## config.mk

```make
export PLATFORM = sky130hd
export DESIGN_NAME = sine_burst_ctrl
export DESIGN_NICKNAME = d
export VERILOG_FILES = /design/src/rtl/sine_burst_ctrl.sv
export SDC_FILE = /design/constraint.sdc
export NUM_CORES = 1
export LEC_CHECK = 0
export CAP_MARGIN = 10
export CORE_UTILIZATION = 53
export DETAILED_ROUTE_END_ITERATION = 7
export GPL_TIMING_DRIVEN = 1
export PLACE_DENSITY = 0.95
export SLEW_MARGIN = 0
export SYNTH_ARGS = -nofsm -noshare
export SYNTH_HDL_FRONTEND = slang
export SYNTH_SLANG_ARGS = --single-unit
export TNS_END_PERCENT = 30
```

## constraint.sdc

```tcl
create_clock -name clk -period 6.4 [get_ports clk]
set_input_delay 0.96 -clock clk [delete_from_list [all_inputs] [get_ports clk]]
set_output_delay 0.96 -clock clk [all_outputs]
set_load 0.03 [all_outputs]
```

## src/rtl/sine_burst_ctrl.sv

```systemverilog
// sine_burst_ctrl: burst sequencer for a registered sine lookup ROM.
// Steps the ROM address from a programmable start phase by a programmable
// step (wrapping modulo LENGTH), presents each ROM word on a valid/ready
// stream, and reports busy, completion, rejected starts and accepted count.
//
// Ports:
//   clk, rst            clock, synchronous active-high reset
//   start, stop         burst request (IDLE only) / stop request (busy only)
//   phase0, step        first address and per-sample increment, latched at start
//   burst_len           samples per burst, 0 = run until stop
//   rom_addr, rom_data  ROM address out (registered), ROM data in (1-cycle latency)
//   sample, sample_valid, sample_ready   output stream
//   busy, done, cfg_err, sample_count    status
module sine_burst_ctrl #(
    parameter int unsigned LENGTH = 1000,
    parameter int unsigned AW     = 10,
    parameter int unsigned DW     = 16
) (
    input  logic          clk,
    input  logic          rst,
    input  logic          start,
    input  logic          stop,
    input  logic [AW-1:0] phase0,
    input  logic [AW-1:0] step,
    input  logic [15:0]   burst_len,
    output logic [AW-1:0] rom_addr,
    input  logic [DW-1:0] rom_data,
    output logic [DW-1:0] sample,
    output logic          sample_valid,
    input  logic          sample_ready,
    output logic          busy,
    output logic          done,
    output logic          cfg_err,
    output logic [15:0]   sample_count
);

    localparam int unsigned CW    = 16;
    localparam logic [AW:0] LEN_W = (AW+1)'(LENGTH);

    localparam logic [1:0] IDLE  = 2'd0;
    localparam logic [1:0] FETCH = 2'd1;
    localparam logic [1:0] VALID = 2'd2;

    logic [1:0]    state_q,     state_d;
    logic [AW-1:0] rom_addr_q,  rom_addr_d;
    logic [AW-1:0] step_q,      step_d;
    logic [CW-1:0] len_q,       len_d;
    logic [CW-1:0] count_q,     count_d;
    logic          stop_pend_q, stop_pend_d;
    logic          valid_q,     valid_d;
    logic          busy_q,      busy_d;
    logic          done_q,      done_d;
    logic          cfg_err_q,   cfg_err_d;

    logic [AW:0]   addr_sum;
    logic [AW-1:0] addr_next;
    logic [CW-1:0] count_inc;
    logic          cfg_ok;

    // Next address: sum at AW+1 bits so the carry is visible, then fold once.
    assign addr_sum  = {1'b0, rom_addr_q} + {1'b0, step_q};
    assign addr_next = AW'((addr_sum >= LEN_W) ? (addr_sum - LEN_W) : addr_sum);
    assign count_inc = count_q + CW'(1);
    assign cfg_ok    = ({1'b0, phase0} < LEN_W) && ({1'b0, step} < LEN_W);

    // Next-state and registered-output logic.
    always_comb begin
        state_d     = state_q;
        rom_addr_d  = rom_addr_q;
        step_d      = step_q;
        len_d       = len_q;
        count_d     = count_q;
        stop_pend_d = stop_pend_q;
        done_d      = 1'b0;
        cfg_err_d   = 1'b0;

        case (state_q)
            IDLE: begin
                if (start) begin
                    if (cfg_ok) begin
                        step_d      = step;
                        len_d       = burst_len;
                        rom_addr_d  = phase0;
                        count_d     = '0;
                        stop_pend_d = 1'b0;
                        state_d     = FETCH;
                    end else begin
                        cfg_err_d   = 1'b1;
                    end
                end
            end
            FETCH: begin
                if (stop) stop_pend_d = 1'b1;
                state_d = VALID;
            end
            VALID: begin
                if (sample_ready) begin
                    count_d    = count_inc;
                    rom_addr_d = addr_next;
                    if (((len_q != '0) && (count_inc == len_q)) || stop_pend_q || stop) begin
                        state_d = IDLE;
                        done_d  = 1'b1;
                    end else begin
                        state_d = FETCH;
                    end
                end else if (stop) begin
                    // Current sample is still owed; finish after its acceptance.
                    stop_pend_d = 1'b1;
                end
            end
            default: state_d = IDLE;
        endcase

        valid_d = (state_d == VALID);
        busy_d  = (state_d != IDLE);
    end

    // State and output registers.
    always_ff @(posedge clk) begin
        if (rst) begin
            state_q     <= IDLE;
            rom_addr_q  <= '0;
            step_q      <= '0;
            len_q       <= '0;
            count_q     <= '0;
            stop_pend_q <= 1'b0;
            valid_q     <= 1'b0;
            busy_q      <= 1'b0;
            done_q      <= 1'b0;
            cfg_err_q   <= 1'b0;
        end else begin
            state_q     <= state_d;
            rom_addr_q  <= rom_addr_d;
            step_q      <= step_d;
            len_q       <= len_d;
            count_q     <= count_d;
            stop_pend_q <= stop_pend_d;
            valid_q     <= valid_d;
            busy_q      <= busy_d;
            done_q      <= done_d;
            cfg_err_q   <= cfg_err_d;
        end
    end

    // ROM word is gated onto the stream only while valid.
    assign sample       = valid_q ? rom_data : '0;
    assign rom_addr     = rom_addr_q;
    assign sample_valid = valid_q;
    assign busy         = busy_q;
    assign done         = done_q;
    assign cfg_err      = cfg_err_q;
    assign sample_count = count_q;

endmodule
```

* After elaboration in Yosys (flattened, before gate mapping)
Index checks and enable logic that the tools add are counted.
Storage, ports and cells: register bits after elaboration 59, output and inout port bits 46, word-level logic and storage cells 64
Operators by class: add/sub/neg operators 3, $lt $le $gt $ge 3, equal/unequal tests 8, multiplexer cells 22, bitwise gates (word level) 4, reduce and logical (&&, ||, !) cells 14
Operators with widths (count):
- 16-bit 2-to-1 mux | 4
- 10-bit 2-to-1 mux | 4
- 16-bit case mux with 2 select lines | 1
- 10-bit less-than comparator (second input constant) | 2
- 10-bit case mux with 2 select lines | 1
- 16-bit by 1-bit adder with 16-bit output (second input constant) | 1
- 16-bit == test | 1
- 16-bit nonzero test | 1
- 10-bit by 10-bit adder with 11-bit output | 1
- 11-bit by 10-bit >= comparator with 1-bit output (second input constant) | 1
- 10-bit subtractor (second input constant) | 1
- 2-bit inequality test (second input constant) | 4
- 4-bit AND reduction | 2
- 1-bit 2-to-1 mux | 7
- 2-bit 2-to-1 mux | 3
- 2-bit case mux with 3 select lines | 1
- 3-bit OR reduction | 2
- 2-bit == test (second input constant) | 2
- 1-bit NOT | 4
- 2-bit nonzero test | 2
- 1-bit case mux with 3 select lines | 1
- 3-bit AND reduction | 1
- 3-bit nonzero test | 1
- 2-bit by 1-bit == test with 1-bit output (second input constant) | 1
- 3 further kinds | 5

* Logic depth before layout (Yosys ltp)
Gate-level depths: netlist (run 1).
word-level depth 9, gate-level depth with buffers 11

* Worst setup path before layout (run 1)
No wires, ideal clock.
path kind register to register, start register rom_addr_q[0], in the netlist rom_addr[0], end register rom_addr_q[4], in the netlist rom_addr[4], setup time 0.092 ns, data arrival time 2.809 ns, data required time 6.308 ns, setup slack 3.498 ns, cell stages (with the launch flop) 10, path buffers 0, period minus slack after synthesis 2.902 ns, cell sequence dfxtp_1 ha_1 fa_1 a21o_1 a221oi_2 nor2_1 a2111o_1 o41ai_4 mux2_4 o32ai_1
Between the ends: cells in the longest elaborated chain, start to end 5
RTL lines:
- from (decl) | RTL line 45 | logic [AW-1:0] rom_addr_q, rom_addr_d;
- from (signal assigned) | RTL line 133 | rom_addr_q <= rom_addr_d;
- 10-bit by 10-bit adder with 11-bit output (*) | RTL line 61 | assign addr_sum = {1'b0, rom_addr_q} + {1'b0, step_q};
- 10-bit subtractor / 11-bit by 10-bit >= comparator with 1-bit output (equally long branches) | RTL line 62 | assign addr_next = AW'((addr_sum >= LEN_W) ? (addr_sum - LEN_W) : addr_sum);
- 10-bit 2-to-1 mux (*) | RTL line 62
- 10-bit 2-to-1 mux (*) | RTL line 97 | if (sample_ready) begin
- 10-bit case mux with 2 select lines (*) | RTL line 77 | case (state_q)
Mark *: on every way between the ends. The rest lies on a longest branch, timed or not. The select of a mux whose other input is x is not followed. A chain may end at the register's enable or synchronous reset.

* Worst setup path in the final report (run 1)
start input port step[3], end register rom_addr_q[3], in the netlist rom_addr[3]
Between the ends: cells in the longest elaborated chain, start to end 4
RTL lines:
- from (decl) | RTL line 24 | input logic [AW-1:0] step,
- 10-bit less-than comparator | RTL line 64 | assign cfg_ok = ({1'b0, phase0} < LEN_W) && ({1'b0, step} < LEN_W);
- 1-bit logical AND | RTL line 64
- 2-bit inequality test (no source line)
- 4-bit AND reduction (no source line)
No other way between the ends.

==> results of run 1 <==
==> worst max-delay path, delay by kind of cell <==
family	cells	cell delay (ns)
compound gates	4	1.12
buf+inv	1	0.43
simple gates	3	1.37
==> path summary, 6_finish.rpt <==
check | endpoint | depth (start not counted)
setup / recovery | rom_addr[3] | 8
hold / removal | step_q[5] | 2
setup reg to reg | rom_addr[8] | 7
hold reg to reg | step_q[5] | 2
==> synth_stat cells (3+ instances only) <==
cell type | count | share of area
mux2i_1 | 7 | 0.018
nor2_1 | 31 | 0.030
buf_1 | 3 | 0.0029
nand2b_1 | 3 | 0.0048
nand2_1 | 68 | 0.065
a311oi_1 | 3 | 0.0067
a221oi_1 | 4 | 0.0089
a21oi_1 | 59 | 0.075
a211oi_1 | 5 | 0.0095
nor3_1 | 6 | 0.0076
a31o_2 | 4 | 0.0089
xor2_1 | 10 | 0.022
or3_1 | 19 | 0.030
ha_1 | 16 | 0.051
dfxtp_1 | 59 | 0.30
nand3b_1 | 5 | 0.0095
inv_1 | 15 | 0.014
clkbuf_1 | 20 | 0.019
and2_1 | 24 | 0.038
nand3_1 | 10 | 0.013
nor4_1 | 5 | 0.0080
o31a_1 | 5 | 0.011
xnor2_1 | 15 | 0.033
and3_1 | 5 | 0.0080
a31oi_1 | 5 | 0.0080
o21ai_0 | 27 | 0.034
nand4_1 | 9 | 0.014
a21o_1 | 3 | 0.0057
==> metrics by stage <==
step                      cells  power [mW]
final                       692        1.26
after CTS                   691        1.25
after floorplan             498       0.676
after global routing        692        1.31
after global placement      675       0.795
after detailed placement    675       0.807
==> layout make-up <==
cell class | instances | share of cell area
multi-input cells | 399 | 0.494
flip-flops and latches | 59 | 0.225
repair buffers | 104 | 0.198
clock buffers | 12 | 0.0314
well taps | 99 | 0.0236
clock inverters | 4 | 0.0181
inverters | 15 | 0.0107
==> registers in the layout (all words and copies together) (netlist names) <==
name,cells
len_q,16
sample_count,16
sample_valid,1
rom_addr,10
state_q,2
cfg_err,1
stop_pend_q,1
step_q,10
busy,1
done,1
==> cell families (layout without fill, tap and decap cells) <==
logic type,after synthesis,count (layout),share of synthesized area
AOI/OAI and AO/OA,141,141,0.241
xor gates and xnor gates,25,25,0.0557
adders and majority gates,17,17,0.0560
buffers and inverters,40,135,0.0394
DFF,59,59,0.300
muxes,9,9,0.0245
and+or+nand+nor,207,207,0.283
==> metal layers <==
metal,share of wire,wire length [µm]
met1,0.41,5030
met2,0.47,5820
met3,0.096,1180
met4,0.021,259
met5,0,0
==> power breakdown <==
part           internal [mW]  switching, mW  leakage (nW)  total, mW
sequential             0.396         0.0316         0.482      0.427
combinational          0.163          0.228          1.37      0.391
clock                  0.290          0.156         0.133      0.446
==> flow_summary.toml, run 1 <==
[outcome]
status = "finished, final reports clean"

[clock_tree]
postCtsSetupBuffers = 0
cts_tree = "built"
cts_buffers = 9
cts_resized = 0
clockBufferDepth = 2
ctsHoldBuffers = 0
clkTransAtPathRegs_ns = 0.07
root_buffer = "clkbuf_8"
h-tree-depth = 3
clk_latency_ns = 0.35
clock_sinks = 59

[critical_path]
crit_chain = "clkdlybuf4s50_1, o21ai_0, nor2_1, o31ai_2, nor2b_1, a21oi_1, nor3_1, a211o_1"
critPathKind = "input port to flip-flop"
cpPeakStageDelay_ns = 0.93
cpMaxStageDelayCell = "nor2b_1"
end_kind = "flip-flop"
cp_max_fo = 14
critPathArrivalTime_ns = 3.89
cp-startpoint = "step[3]"
critPathLaunchType = "input port"
worstPathRequired_ns = 6.69
reg2reg_slack_ns = 3.21
r2r_start = "state_q[0]"

[yosys]
ys_seq_area_frac = 0.300
ys_seq_elements = 59
syn-num-nets = 572
synth_edf_count = 0
ys_types = 68
syn_avg_cell_area_um2 = 7.90
syn_inst = 498
synth_ff_type = "dfxtp_1"
synth_area_um2 = 3930
yosysWarnings = 0
ys_async_sr_fraction = 0

[cells_and_area]
final_nets = 662
diodes = 0
fillers = 568
final_util = 0.729
stdcell_area_um2 = 5260
multiInputGateArea_um2 = 2600
area_growth_pct = 33.7
final_cell_mix = "clkdlybuf4s50_1, nand2_1, a21oi_1, dfxtp_1, nor2_1"
drive_gt1_frac = 0.0759
layout.cells.most_common = "clkdlybuf4s50_1"
seq_area_um2 = 1180

[global_route]
grt_pass1_vias = 3940
grt_pass1_wl_mm = 19.4
antenna_found_initial = 0
overflow = 0
grt_max_degree = 60
busiest_layer = "met2"
grtUsageMet2 = 0.538
grt_use_met3 = 0.0754
grt_usage = 0.328
grt_use_met1 = 0.424

[floorplan]
num_io_pins = 103
dieArea_um2 = 7770
core_area_um2 = 7210
dieHeight_um = 88.2
rows = 31
start_util = 0.545
die_x_um = 88.2

[routing]
avgViaCountPerCell = 6.18
wl_mm = 12.3
drcViolationCount = 0
ant_nets = 0
vias = 4276
drtIter0Drc = 330
wire_per_inst_um = 17.8
firstDrtPassIters = 5

[timing]
setup_violations = 0
skew_ns = 0.0126
max_freq_mhz = 278
grt_setup_unrepaired = "no"
setup_ws_ns = 2.80
worstMarginPinSlew_ns = 1.12
drv_slew = 0
holdWs_ns = 0.471
fin_crit_sh = 0.562
final_hold_viol_count = 0
slew_headroom = 0.254
tns_ns = 0
period_needed_ns = 3.60

[placed_design]
place_area_um2 = 4980
port-buffer-count = 102
hpwlAfterDp_mm = 8.72
place.gp.congestion = 0.936
place_ws_ns = 2.58

[hold_path]
min_from = "step_q[5]"
hp-class = "flip-flop to flip-flop"

[power_and_ir_drop]
ir_drop_mv = 0.154
p_per_area_nw_per_um2 = 241
leakage_nw = 1.98

[flow_run]
drv_cap = 0
(Power assumes the default switching activity.)
==> run 2: changes to the inputs <==
- CORE_UTILIZATION: 53 -> 45
- PLACE_DENSITY: 0.95 -> 0.87
- clock period: 6.4 -> 3 ns (I/O delays scaled with it)
==> flow_summary.toml, run 2 (same netlist as run 1, synthesis figures left out) <==
[outcome]
status = "finished, violations left"
violations = "negative setup slack"

[cells_and_area]
final_nets = 682
stdcell_area_um2 = 5430
fillers = 699
layout.cells.most_common = "clkdlybuf4s50_1"
diodes = 0
stdcell_count = 718
drive_gt1_frac = 0.116
final_cell_mix = "clkdlybuf4s50_1, nand2_1, a21oi_1, dfxtp_1, nor2_1"
final_util = 0.652
area_growth_pct = 38.1

[power_and_ir_drop]
ir_drop_mv = 0.398
p_per_area_nw_per_um2 = 490
leakage_nw = 2.06
finalPower_mw = 2.66

[critical_path]
r2r_cells = 11
end_kind = "flip-flop"
r2r-end = "rom_addr[6]"
crit_chain = "ha_4, fa_2, a21o_4, buf_4, a221oi_4, nand2_1, o31a_1, o41ai_4, buf_4, a21oi_1, o31a_1"
cpPeakStageDelay_ns = 0.43
critPathLaunchType = "flip-flop"
cp-startpoint = "rom_addr[0]"
critPathArrivalTime_ns = 3.25
path_delay_family = "compound AO/OA/AOI/OAI gates"
cpMaxStageDelayCell = "o41ai_4"
cp_max_fo = 4
critPathKind = "flip-flop to flip-flop"
worstPathRequired_ns = 3.24
critPathBufInv = 2
reg2reg_slack_ns = -0.009
r2r_start = "rom_addr[0]"

[clock_tree]
cts_tree = "built"
clock_sinks = 59
clk_latency_ns = 0.35
clkTransAtPathRegs_ns = 0.07
cts_buffers = 9
root_buffer = "clkbuf_8"
clockBufferDepth = 2
h-tree-depth = 3

[hold_path]
min_from = "step_q[5]"
hold_path_end = "step_q[5]"
hp-class = "flip-flop to flip-flop"
hold_depth = 2

[placed_design]
port-buffer-count = 102
place_area_um2 = 5090
hpwlAfterDp_mm = 8.85
place.gp.congestion = 0.903
dp.cells = 694

[routing]
firstDrtPassIters = 5
ant_nets = 0
wl_mm = 12.1
avgViaCountPerCell = 5.96
drtIter0Drc = 373
drcViolationCount = 0
wire_per_inst_um = 16.9
vias = 4277

[timing]
drv_slew = 0
tns_ns = -0.0130
setup_ws_ns = -0.00906
grt_setup_unrepaired = "yes"
worstMarginPinSlew_ns = 0.875
slew_headroom = 0.412
max_freq_mhz = 332
period_needed_ns = 3.01
final_hold_viol_count = 0
skew_ns = 0.0101
fin_crit_sh = 1.00
setup_violations = 2

[floorplan]
core_area_um2 = 8340
rows = 33
dieArea_um2 = 9120
dieHeight_um = 95.5
die_x_um = 95.5
start_util = 0.472
num_io_pins = 103

[global_route]
grt_max_degree = 37
overflow = 0
grt_pass1_vias = 3969
grt_usage = 0.273
grt_pass1_wl_mm = 19.1
antenna_found_initial = 0

[flow_run]
drv_cap = 0
## run 2: final cells by class
type                            count  area, µm²  area share
Clock inverter                      3       68.8      0.0127
Clock buffer                       13        169      0.0311
Inverter                           15       56.3      0.0104
Sequential cell                    59       1180       0.218
Multi-Input combinational cell    399       2650       0.487
Timing Repair Buffer              124       1180       0.217
Tap cell                          105        131      0.0242
## run 2: worst max-delay path by stage
stage                              to  slack (ns)  cells past startpoint
after CTS                 rom_addr[4]        0.03                     11
after floorplan           rom_addr[4]         0.1                      9
after global routing      rom_addr[6]       -0.11                     11
after detailed placement  rom_addr[4]        0.03                      9
after global placement    rom_addr[4]        0.12                      9
final                     rom_addr[6]      -0.009                     11
## run 2: tightest hold or removal path, cell delays in order, from the launching register on
cell and delay (ns):
dfxtp_1 0.31, nand2_1 0.05, a21oi_1 0.05
## run 2: repair_timing
item / in CTS / in global routing
buffers inserted: 1 / 7
resized for setup: 4 / 5
hold buffers: 0 / 0
pin swaps: 2 / 7
endpoints found under the setup margin: 1 / 4
## run 2: per-layer routing
metal	vias to the layer above	global-route usage	wire length [µm]
met4	0	0.132	417
met5	-	0	0
li1	2015	-	-
met3	34	0.0478	874
met2	225	0.437	5640
met1	2003	0.354	5180
## run 2: per-stage QoR
| stage | setup slack (ns) | hold WS, ns |
|---|---|---|
| after global routing | -0.109 | 0.491 |
| final | -0.00906 | 0.462 |
| after CTS | 0.0273 | 0.463 |
| after floorplan | 0.0984 | 0.440 |
| after detailed placement | 0.0314 | 0.453 |
| after global placement | 0.119 | 0.449 |
## run 2: report_power, final
group          internal, mW  switching, mW  total [mW]
Combinational         0.373          0.487       0.860
Clock                 0.538          0.353       0.891
Sequential            0.845         0.0675       0.912
Total                  1.76          0.908        2.66
==> run 3: changes to the inputs <==
- ABC_AREA: unset -> 1
- CORE_MARGIN: unset -> 4
- CORE_UTILIZATION: 45 -> 54
- PLACE_DENSITY: 0.87 -> 0.95
- clock period: 3 -> 3.5 ns (I/O delays scaled with it)
==> flow_summary.toml, run 3 <==
[outcome]
status = "finished, final reports clean"

[yosys]
synth_area_leaders = "dfxtp_1, nand2_1, inv_1"
yosysWarnings = 0
ys_seq_area_frac = 0.296
synth_commonest_cells = "nand2_1, inv_1, dfxtp_1"
syn_avg_cell_area_um2 = 6.51
synth_area_um2 = 3990
yosys.area.top_type_share = 0.296
synth_edf_count = 0
ys_seq_elements = 59
yosys.area.top_type = "dfxtp_1"
yosysMostFrequentCell = "nand2_1"
ys_async_sr_fraction = 0
ys_types = 43
syn_inst = 612
syn-num-nets = 686
synth_ff_type = "dfxtp_1"

[cells_and_area]
multiInputGateArea_um2 = 2380
drive_gt1_frac = 0.0784
final_util = 0.728
area_growth_pct = 31.7
stdcell_count = 813
seq_area_um2 = 1180
final_nets = 783
final_cell_mix = "nand2_1, clkdlybuf4s50_1, inv_1"
stdcell_area_um2 = 5250
fillers = 571
diodes = 0
layout.cells.most_common = "nand2_1"

[flow_run]
drv_cap = 0

[clock_tree]
clockBufferDepth = 2
postCtsSetupBuffers = 0
h-tree-depth = 3
cts_tree = "built"
clk_latency_ns = 0.34
cts_buffers = 9
clkTransAtPathRegs_ns = 0.07
clock_sinks = 59
cts_resized = 0
ctsHoldBuffers = 0
root_buffer = "clkbuf_8"

[routing]
wire_per_inst_um = 14.3
drtIter0Drc = 326
wl_mm = 11.6
ant_nets = 0
firstDrtPassIters = 5
avgViaCountPerCell = 5.39
drcViolationCount = 0
vias = 4382

[timing]
setup_violations = 0
drv_slew = 0
grt_setup_unrepaired = "no"
skew_ns = 0.0100
max_freq_mhz = 363
slew_headroom = 0.287
setup_ws_ns = 0.747
worstMarginPinSlew_ns = 1.07
period_needed_ns = 2.75
final_hold_viol_count = 0
tns_ns = 0
holdWs_ns = 0.493
fin_crit_sh = 0.787

[floorplan]
die_x_um = 93.9
rows = 31
start_util = 0.552
num_io_pins = 103
dieArea_um2 = 8820
dieHeight_um = 93.9
core_area_um2 = 7210

[critical_path]
worstPathRequired_ns = 3.68
end_kind = "flip-flop"
path_delay_family = "buffers and inverters"
critPathBufInv = 2
cpMaxStageDelayCell = "inv_1"
cpPeakStageDelay_ns = 0.62
critPathArrivalTime_ns = 2.94
critPathLaunchType = "input port"
cp_max_fo = 40
critPathKind = "input port to flip-flop"
crit_chain = "clkdlybuf4s50_1, and3_1, o2111ai_1, nand2_1, nor2_2, inv_1, o21ai_0, a21oi_1"

[placed_design]
dp.cells = 797
port-buffer-count = 102
place_area_um2 = 5050
place_ws_ns = 0.473
hpwlAfterDp_mm = 8.96
place.gp.congestion = 0.970

[global_route]
antenna_found_initial = 0
grt_pass1_wl_mm = 18.9
grt_pass1_vias = 4089
overflow = 0
grt_max_degree = 41
grt_usage = 0.268

[power_and_ir_drop]
p_per_area_nw_per_um2 = 429
finalPower_mw = 2.25
leakage_nw = 2.40
ir_drop_mv = 0.252

[hold_path]
hp-class = "flip-flop to flip-flop"
==> run 3: cell type report <==
type                       instances  share of cell area
clock buffer                      11              0.0269
clock inverter                     5              0.0100
inverter                          88              0.0634
multi-input combinational        447               0.454
sequential                        59               0.225
tap                               99              0.0236
timing repair buffer             104               0.197
==> run 3: cells by family (layout without fill, tap and decap cells) <==
logic type,Yosys count,in the layout,synth area share
flops,59,59,0.296
simple gates,316,316,0.367
buf+inv,106,208,0.106
fa+ha+maj,17,17,0.0553
compound gates,104,104,0.150
xor+xnor,10,10,0.0254
==> run 3: power breakdown <==
part	leakage, nW	switching [mW]	internal (mW)	total [mW]
registers	0.485	0.0813	0.747	0.828
clock network	0.0991	0.277	0.345	0.621
logic	1.82	0.485	0.315	0.800
==> run 3: worst reg2reg max path, cell delays in order (launching register included) <==
cell,delay (ns)
dfxtp_1,0.34
ha_1,0.23
fa_1,0.43
nand3_1,0.14
nand3_1,0.09
nand2_1,0.15
inv_1,0.06
ha_1,0.19
inv_1,0.10
nand2_2,0.09
nor2_4,0.14
nand3_4,0.14
nand3_4,0.14
nand2_1,0.06
nand3_1,0.08
nand2_1,0.07
a21oi_2,0.11
==> run 3: per-layer routing <==
metal	GRT usage	up-vias	routed length [µm]
met1	0.353	1964	4970
met2	0.423	217	5440
met5	0	-	0
li1	-	2177	-
met3	0.0673	24	1030
met4	0.101	0	206
==> run 3: worst paths after layout <==
path	slack (ns)	endpoint	cells past startpoint	from
max	0.75	len_q[7]	8	step[5]
min	0.49	len_q[3]	2	len_q[3]
max reg2reg	0.89	rom_addr[8]	16	rom_addr[0]
min reg2reg	0.49	len_q[3]	2	len_q[3]
==> edit (settings of run 1) <==
Remove the register `cfg_err_q`: a continuous assignment takes its place, so the output `cfg_err` follows one clock earlier.
--- a/src/rtl/sine_burst_ctrl.sv
+++ b/src/rtl/sine_burst_ctrl.sv
@@ -127,7 +127,6 @@
             valid_q     <= 1'b0;
             busy_q      <= 1'b0;
             done_q      <= 1'b0;
-            cfg_err_q   <= 1'b0;
         end else begin
             state_q     <= state_d;
             rom_addr_q  <= rom_addr_d;
@@ -138,9 +137,10 @@
             valid_q     <= valid_d;
             busy_q      <= busy_d;
             done_q      <= done_d;
-            cfg_err_q   <= cfg_err_d;
         end
     end
+
+    assign cfg_err_q = cfg_err_d;
 
     // ROM word is gated onto the stream only while valid.
     assign sample       = valid_q ? rom_data : '0;
Behaviour: not the same (Yosys sat finds a counterexample within 4 cycles, from zero or initial values and one cycle with rst high).
==> edit against run 1 <==
Sequential cell count decreased by 1; cell count decreased by 4.3%; worst setup slack got worse by 0.27 ns; wire length decreased by 7.5%; first-iteration DRC count increased by 41%; critical endpoint is now cfg_err; area after synthesis decreased by 1.9%; critical path type is now input pin to primary output; power increased by 10%; cell area decreased by 2.4%; largest cell class unchanged.
==> edit: results (changes against run 1) <==
Worst R2R Start: state_q[0]
DRT iter0 DRCs: 464 (+41%)
TritonRoute pass-1 iters: 5 (unchanged)
Synth area leaders: dfxtp_1 (30%), mux2i_1 (8.0%), nor2_1 (5.4%), xnor2_1 (5.2%), ha_1 (5.2%)
Inserted Clock Buffers: 9 (unchanged)
Slew @ Worst Pin: 1.13 ns (+0.00833 ns)
R2R Setup Slk: 3.07 ns (-0.14 ns)
Placed Instance Area: 4920 um2 (-1.2%)
Synth Area in Adders: 0.0571 (+0.00107)
RePlAce Congestion: 0.957 (+2.3%)
WHS Endpoint: step_q[0]
net count after synthesis: 541 (-5.4%)
highest routed layer: met4
synth unique cells: 64 (-5.9%)
CP Launch Point: step[3]
Sw Share: 0.386 (+0.0573)
combinational share of power: 0.420 (+0.111)
deepest clock path buffer count: 2 (unchanged)
average wire per standard cell: 17.2 um (-3.3%)
GRT Overall Usage: 0.304 (-0.0249)
worst-case reg-to-reg path depth: 8 (+1)
worst r2r dst: sample_count[7]
outcome: finished clean
P_leak: 1.97 nW (-0.63%)
antenna cells: 0 (unchanged)
metal3 WL: 1110 um (-6.0%)
Seq/Total Area, Yosys: 0.301 (+0.000556)
Critical Path AT: 2.91 ns (-0.98 ns)
xor/xnor share of the synthesized area: 0.0746 (+0.0189)
Hold Path Origin: step_q[0]
worst skew pair latency: 0.35 ns (about the same)
top_reg_cell synth: dfxtp_1
Root Driver: clkbuf_8
ratio of cells with drive above 1 in the final layout: 0.0689 (-0.00698)
Clock power frac: 0.255 (-0.098)
Buffers on Ports: 102 (unchanged)
grt met2 use: 0.506 (-0.0327)
metal2 WL: 5440 um (-6.5%)
Max IR drop VDD: 176 uV (+14%)
vias after detailed routing: 4,038 (-5.6%)
Hold Path Stages: 2 (unchanged)
H-Tree Depth: 3 (unchanged)
M1 WL: 4440 um (-12%)
Commonest cells post-synth: dfxtp_1 (58), nor2_1 (56), nand2_1 (32)
synthesis warning total: 0 (unchanged)
pin count of the biggest net entering global routing: 62 (+3.3%)
Slowest-stage cell, CP: clkdlybuf4s50_1
critical-path maximum fanout: 3 (-11)
worst min-delay path category: flip-flop to flip-flop
grt met1 use: 0.373 (-0.0505)
Worst setup endpoint: cfg_err
portion of netlist area occupied by mux cells: 0.0804 (+0.0559)
Final nets: 635 (-4.1%)
routing usage on met3: 0.0711 (-0.00431)
Final HPWL DP: 8350 um (-4.2%)
Layout Skew: 0.0112 ns (-0.00131 ns)
Synth Area in Compound Gates: 0.184 (-0.0567)
first-pass GRT wire length: 17,900 um (-7.9%)
via count of the first global-routing pass: 3,727 (-5.4%)
CP peak stage delay: 0.71 ns (-0.22 ns)
## edit: changes by cell type in the layout (fill, tap and decap cells not counted), sizes merged, moves of 5 or more
cell / change
o21ai: -11
or3: -13
nor2: +25
mux2i: +24
nand2: -38
o211ai: +6
and2: -6
a221oi: -6
nor3: +10
o31a: -5
a21oi: -32
xnor2: +9
## edit: cell type report
cell class                 count  area [um2]
timing repair buffer         103        1020
clock inverter                 4        50.0
multi-input combinational    375        2570
sequential                    58        1160
tap                           96         120
inverter                      14        52.6
clock buffer                  12         155
fill                         510        1780
## edit: stage by stage
step                hold WS [ns]  setup slack [ns]  cells  total power [mW]   util
finish                     0.515              2.53    662              1.39  0.743
global route               0.547              2.47    662              1.46  0.743
CTS                        0.520              2.55    662              1.38  0.743
detailed placement         0.503              2.42    646              1.03  0.713
global placement           0.479              2.56    646              1.01  0.713
floorplan                  0.465              3.55    467             0.852      -
## edit: critical path: cells and delay by family
kind,cells,cell delay (ns)
compound gates,2,0.42
simple gates,1,0.34
buf+inv,2,1.19
